`src/rtl/seq_det_pkg.sv`:
```
// seq_det_pkg: state encoding, pattern-width limit and saturating increment for seq_detector_param
package seq_det_pkg;
  typedef enum logic [1:0] {ST_FILL = 2'd0, ST_RUN = 2'd1, ST_LOCKED = 2'd2} state_t;
  localparam int MAX_PAT_W = 16;
  function automatic logic [31:0] sat_inc(input logic [31:0] v, input logic [31:0] lim);
    return (v >= lim) ? v : v + 32'd1;
  endfunction
endpackage

```
`src/rtl/seq_shift_window.sv`:
```
// seq_shift_window: history shift register and saturating fill counter for the pattern detector
module seq_shift_window
  import seq_det_pkg::*;
#(
  parameter int W = 4
) (
  input  logic         clk,
  input  logic         rst,
  input  logic         consume,
  input  logic         in,
  input  logic         restart,
  input  logic         clear,
  output logic [W-1:0] next_history,
  output logic         full,
  output logic         almost_full
);
  localparam int FW = $clog2(MAX_PAT_W + 1);
  logic [W-1:0]  history;
  logic [FW-1:0] fill;
  assign next_history = {history[W-2:0], in};
  assign full = fill == FW'(W);
  assign almost_full = fill == FW'(W - 1);
  // restart only rewinds the fill count; the shifted-in bit still lands in history
  always_ff @(posedge clk or negedge rst) begin
    if (!rst) begin
      history <= '0;
      fill    <= '0;
    end else begin
      history <= clear ? '0 : consume ? next_history : history;
      fill    <= (clear || restart) ? '0 : (consume && !full) ? fill + 1'b1 : fill;
    end
  end
endmodule

```
`src/rtl/seq_detector_param.sv`:
```
// seq_detector_param: runtime-loadable serial pattern detector; SEQ_DET_MASK_EN adds a don't-care mask
module seq_detector_param
  import seq_det_pkg::*;
#(
  parameter int PAT_W = 4,
  parameter int CNT_W = 8
) (
  input  logic             clk,
  input  logic             rst,
  input  logic             in_valid,
  input  logic             in,
  input  logic [PAT_W-1:0] pattern,
`ifdef SEQ_DET_MASK_EN
  input  logic [PAT_W-1:0] pattern_mask,
`endif
  input  logic             pattern_load,
  input  logic             overlap,
  input  logic             lock_mode,
  input  logic             clear,
  output logic             match,
  output logic [CNT_W-1:0] match_count,
  output logic             locked
);
  localparam logic [31:0] CNT_MAX = 32'((64'd1 << CNT_W) - 64'd1);
  state_t state, state_d;
  logic [PAT_W-1:0] target, mask, next_history;
  logic full, almost_full, consume, hit, restart;
  seq_shift_window #(.W(PAT_W)) u_win (
    .clk(clk), .rst(rst), .consume(consume), .in(in), .restart(restart), .clear(clear),
    .next_history(next_history), .full(full), .almost_full(almost_full)
  );
`ifdef SEQ_DET_MASK_EN
  always_ff @(posedge clk or negedge rst) begin
    if (!rst) mask <= '1;
    else if (pattern_load) mask <= pattern_mask;
  end
`else
  assign mask = '1;
`endif
  assign locked = state == ST_LOCKED;
  always_comb begin
    consume = in_valid && !clear && !pattern_load && state != ST_LOCKED;
    hit     = consume && (full || almost_full) && (((next_history ^ target) & mask) == '0);
    restart = clear || pattern_load || (hit && !lock_mode && !overlap);
    state_d = (clear || pattern_load) ? ST_FILL :
              hit ? (lock_mode ? ST_LOCKED : overlap ? ST_RUN : ST_FILL) :
              (consume && (full || almost_full)) ? ST_RUN : state;
  end
  always_ff @(posedge clk or negedge rst) begin
    if (!rst) begin
      state       <= ST_FILL;
      target      <= '0;
      match       <= 1'b0;
      match_count <= '0;
    end else begin
      state       <= state_d;
      target      <= pattern_load ? pattern : target;
      match       <= hit;
      match_count <= clear ? '0 : hit ? CNT_W'(sat_inc(32'(match_count), CNT_MAX)) : match_count;
    end
  end
endmodule

```
`config.mk`:
```
export PLATFORM = sky130hd
export DESIGN_NAME = seq_detector_param
export DESIGN_NICKNAME = d
export VERILOG_FILES = /design/src/rtl/seq_det_pkg.sv /design/src/rtl/seq_shift_window.sv /design/src/rtl/seq_detector_param.sv
export SDC_FILE = /design/constraint.sdc
export NUM_CORES = 1
export LEC_CHECK = 0
export ABC_AREA = 0
export CORE_UTILIZATION = 50
export CTS_BUF_LIST = sky130_fd_sc_hd__clkbuf_4 sky130_fd_sc_hd__clkbuf_8
export CTS_CLUSTER_SIZE = 14
export DETAILED_ROUTE_END_ITERATION = 6
export PLACE_DENSITY = 0.76
export SYNTH_ARGS = -nofsm -noshare
export SYNTH_HDL_FRONTEND = slang
export SYNTH_SLANG_ARGS = --single-unit
```
`constraint.sdc`:
```
create_clock -name clk -period 3.6 [get_ports clk]
set_input_delay 0.36 -clock clk [delete_from_list [all_inputs] [get_ports clk]]
set_output_delay 0.36 -clock clk [all_outputs]
set_load 0.005 [all_outputs]
```
==> load_flow_metrics.sql <==
INSERT INTO impl_metrics (metric_group, metric, value, unit) VALUES
('synthesis', 'synth-adder-area-share', '0.02893', ''),
('cts', 'cts_made_buffers', '3', ''),
('cts', 'cts.path.max_buffers', '2', ''),
('cells_and_area', 'final_nets', '158', ''),
('placed_design', 'gp_congestion', '0.7516', ''),
('route', 'drcViolationCount', '0', ''),
('floorplan', 'die_w', '52.94', 'um'),
('cts', 'h_tree_levels', '1', ''),
('synthesis', 'muxShareOfSynthArea', '0.1340', ''),
('cells_and_area', 'diodes_inserted', '0', ''),
('sta', 'report.final.setup_viol', '0', ''),
('grt', 'grtUsageMet2', '0.3122', ''),
('synthesis', 'yosys_synthesis_warning_count', '0', ''),
('grt', 'grt_overflow', '0', ''),
('hold_path', 'holdCritPathClass', 'reg -> reg', ''),
('worst_setup_path', 'depth_of_the_worst_register_to_register_path', '4', ''),
('worst_setup_path', 'maximum_fanout_along_the_worst_path', '14', ''),
('worst_setup_path', 'required', '3.82', 'ns'),
('floorplan', 'die_ar', '0.002803', 'mm^2'),
('synthesis', 'yosys.area.top_type', 'sky130_fd_sc_hd__dfrtp_1', ''),
('worst_setup_path', 'crit_type', 'in -> reg', ''),
('worst_setup_path', 'slowest_delay', '0.55', 'ns'),
('cells_and_area', 'fraction_of_layout_cells_with_a_size_suffix_above_1', '0.1408', ''),
('synthesis', 'synth-compound-area-share', '0.07329', ''),
('route', 'routedWlPerCell', '13.57', 'um'),
('cts', 'clockRootBuffer', 'sky130_fd_sc_hd__clkbuf_4', ''),
('cts', 'holdBufCountCts', '0', ''),
('sta', 'final_skew', '0.008841', 'ns'),
('hold_path', 'timing.hold.worst.start', 'state[0]', ''),
('cts', 'cts-resized-gates', '0', ''),
('grt', 'maximum_number_of_pins_on_one_net_before_global_route_repair', '24', ''),
('grt', 'grt_antenna_before_repair', '0', ''),
('floorplan', 'start_util', '0.5285', ''),
('worst_setup_path', 'slowest_cell_on_the_critical_path', 'sky130_fd_sc_hd__clkdlybuf4s50_1', ''),
('sta', 'setup_total_negative_slack', '0', 'ns'),
('sta', 'max_freq', '475.7', 'MHz'),
('power_and_ir_drop', 'total_power', '435.7', 'uW'),
('synthesis', 'synth_seq_area_share', '0.4436', ''),
('cts', 'cts_num_sinks', '23', ''),
('route', 'via_per_inst', '5.453', ''),
('sta', 'post-route-min-period', '2.102', 'ns'),
('cts', 'cts_tree', 'yes', ''),
('route', 'detail-route-antenna-nets', '0', ''),
('grt', 'global_route_hottest_layer', 'met2', ''),
('synthesis', 'synthesis.instances', '120', ''),
('sta', 'min_period_over_period', '0.5840', ''),
('placed_design', 'hpwl', '1750', 'um'),
('synthesis', 'synth_simple_gate_area_frac', '0.2353', ''),
('grt', 'groute.layer.met1.usage', '0.2614', ''),
('power_and_ir_drop', 'p_leak', '0.6531', 'nW'),
('worst_setup_path', 'crit_buf_inv', '1', ''),
('synthesis', 'synth-async-reset-ratio', '1.000', ''),
('floorplan', 'die-height', '52.94', 'um'),
('synthesis', 'syn_area', '0.001297', 'mm^2'),
('synthesis', 'synth_top_area_share', '0.4436', ''),
('cells_and_area', 'area_delta_synth_final', '19.19', '%'),
('worst_setup_path', 'worstSetupStartpointType', 'input pin', ''),
('worst_setup_path', 'path_delay_family', 'simple AND/OR/NAND/NOR gates', ''),
('synthesis', 'main_combinational_cell_family_by_area_after_synthesis', 'simple AND/OR/NAND/NOR gates', ''),
('floorplan', 'cell_row_count', '18', ''),
('synthesis', 'avgSynthCellArea', '10.81', 'um^2'),
('sta', 'grt_setup_unrepaired', 'false', ''),
('status', 'outcome', 'completed', ''),
('synthesis', 'synth_edf_count', '0', ''),
('power_and_ir_drop', 'power.density', '281.7', 'mW/mm^2'),
('hold_path', 'hold_depth', '2', ''),
('sta', 'final-hold-violation-count', '0', ''),
('cts', 'clock_pin_slew_on_the_worst_setup_and_hold_paths', '0.12', 'ns'),
('floorplan', 'core', '0.002455', 'mm^2'),
('synthesis', 'synth_xor_area_frac', '0.04725', ''),
('sta', 'timing.max_slew.rel_slack', '0.3430', '');
[cells in the mapped netlist, types with 2 or more instances]
| library cell | n |
|---|---|
| sky130_fd_sc_hd__or4_1 | 2 |
| sky130_fd_sc_hd__and3_1 | 2 |
| sky130_fd_sc_hd__nor4_1 | 2 |
| sky130_fd_sc_hd__xor2_1 | 2 |
| sky130_fd_sc_hd__mux2i_1 | 5 |
| sky130_fd_sc_hd__o21ai_0 | 3 |
| sky130_fd_sc_hd__nor3_1 | 3 |
| sky130_fd_sc_hd__dfrtp_1 | 23 |
| sky130_fd_sc_hd__nand2_1 | 4 |
| sky130_fd_sc_hd__xnor2_1 | 5 |
| sky130_fd_sc_hd__a21oi_1 | 4 |
| sky130_fd_sc_hd__nor2_1 | 16 |
| sky130_fd_sc_hd__nor2b_1 | 6 |
| sky130_fd_sc_hd__nand3_1 | 5 |
| sky130_fd_sc_hd__inv_1 | 4 |
| sky130_fd_sc_hd__o31ai_1 | 2 |
| sky130_fd_sc_hd__ha_1 | 3 |
| sky130_fd_sc_hd__mux2_2 | 11 |
| sky130_fd_sc_hd__nand4_1 | 3 |
[state kept, by name (all words and copies together), names as in the netlist]
signal / count
target: 4
u_win.fill: 5
match: 1
state: 2
u_win.history: 3
match_count: 8
[placed cells by master (no fill, tap or decap)]
master,n
sky130_fd_sc_hd__a21oi_1,4
sky130_fd_sc_hd__a32o_1,1
sky130_fd_sc_hd__and2_1,1
sky130_fd_sc_hd__and3_1,2
sky130_fd_sc_hd__buf_4,1
sky130_fd_sc_hd__clkbuf_4,3
sky130_fd_sc_hd__clkdlybuf4s50_1,21
sky130_fd_sc_hd__clkinv_2,1
sky130_fd_sc_hd__dfrtp_1,23
sky130_fd_sc_hd__ha_1,3
sky130_fd_sc_hd__inv_1,4
sky130_fd_sc_hd__mux2_2,11
sky130_fd_sc_hd__mux2i_1,5
sky130_fd_sc_hd__nand2_1,4
sky130_fd_sc_hd__nand2b_1,1
sky130_fd_sc_hd__nand3_1,5
sky130_fd_sc_hd__nand3b_1,1
sky130_fd_sc_hd__nand4_1,3
sky130_fd_sc_hd__nand4_4,1
sky130_fd_sc_hd__nand4bb_1,1
sky130_fd_sc_hd__nor2_1,16
sky130_fd_sc_hd__nor2b_1,6
sky130_fd_sc_hd__nor3_1,3
sky130_fd_sc_hd__nor3_4,1
sky130_fd_sc_hd__nor3b_4,1
sky130_fd_sc_hd__nor4_1,2
sky130_fd_sc_hd__o211ai_1,1
sky130_fd_sc_hd__o21ai_0,3
sky130_fd_sc_hd__o31ai_1,2
sky130_fd_sc_hd__o41ai_4,1
sky130_fd_sc_hd__or3_1,1
sky130_fd_sc_hd__or4_1,2
sky130_fd_sc_hd__xnor2_1,5
sky130_fd_sc_hd__xor2_1,2
[area by class of cell]
cell class                      instances  area, um^2
Fill cell                             206       908.4
Multi-Input combinational cell         89       673.1
Sequential cell                        23       575.6
Timing Repair Buffer                   22       217.7
Tap cell                               30       37.54
Clock buffer                            3       22.52
Inverter                                4       15.01
Clock inverter                          1       5.005
[metrics by stage]
stage | hold WS (ns) | cells | cell area, um^2 | setup slack [ns] | util
6_report | 0.5378 | 172 | 1546 | 1.498 | 0.6300
5_1_grt | 0.5733 | 172 | 1546 | 1.359 | 0.6300
4_1_cts | 0.5445 | 172 | 1546 | 1.511 | 0.6300
3_5_place_dp | 0.5212 | 168 | 1519 | 1.157 | 0.6188
3_3_place_gp | 0.5129 | 168 | 1519 | 1.207 | 0.6188
2_1_floorplan | 0.06441 | 120 | 1297 | 1.881 | -
[routing by layer]
layer / vias to the layer above / part of all wire
li1: 472 / -
met4: 0 / 0.023
met5: - / 0
met3: 5 / 0.032
met2: 19 / 0.46
met1: 442 / 0.49
[power breakdown]
group          switching [mW]  total [mW]  internal [mW]
combinational          0.0224      0.0464         0.0239
sequential            0.00376       0.267          0.264
clock                  0.0803       0.122         0.0417
[worst max-delay path by stage]
stage	start	to	slack [ns]	cells after the start
after global placement	pattern_load	match_count[6]	1.21	5
after CTS	pattern_load	match_count[4]	1.51	5
final	pattern_load	match_count[4]	1.50	5
after floorplan	u_win.fill[0]	match_count[5]	1.88	7
after global routing	pattern_load	match_count[4]	1.36	5
after detailed placement	pattern_load	match_count[4]	1.16	5
[kinds of logic (layout without fill, tap and decap cells)]
| family | count (synthesis) | count (layout) |
|---|---|---|
| fa+ha+maj | 3 | 3 |
| compound gates | 12 | 12 |
| mux | 16 | 16 |
| simple gates | 51 | 51 |
| xor+xnor | 7 | 7 |
| flops | 23 | 23 |
| buf+inv | 8 | 30 |
[worst reg2reg max path, cell delays in order, from the launching register on]
cell,delay [ns]
sky130_fd_sc_hd__dfrtp_1,0.44
sky130_fd_sc_hd__xnor2_1,0.14
sky130_fd_sc_hd__nand4_1,0.49
sky130_fd_sc_hd__nor4_1,0.47
sky130_fd_sc_hd__mux2_2,0.37
Note: power is estimated with default switching activity, not from simulation.
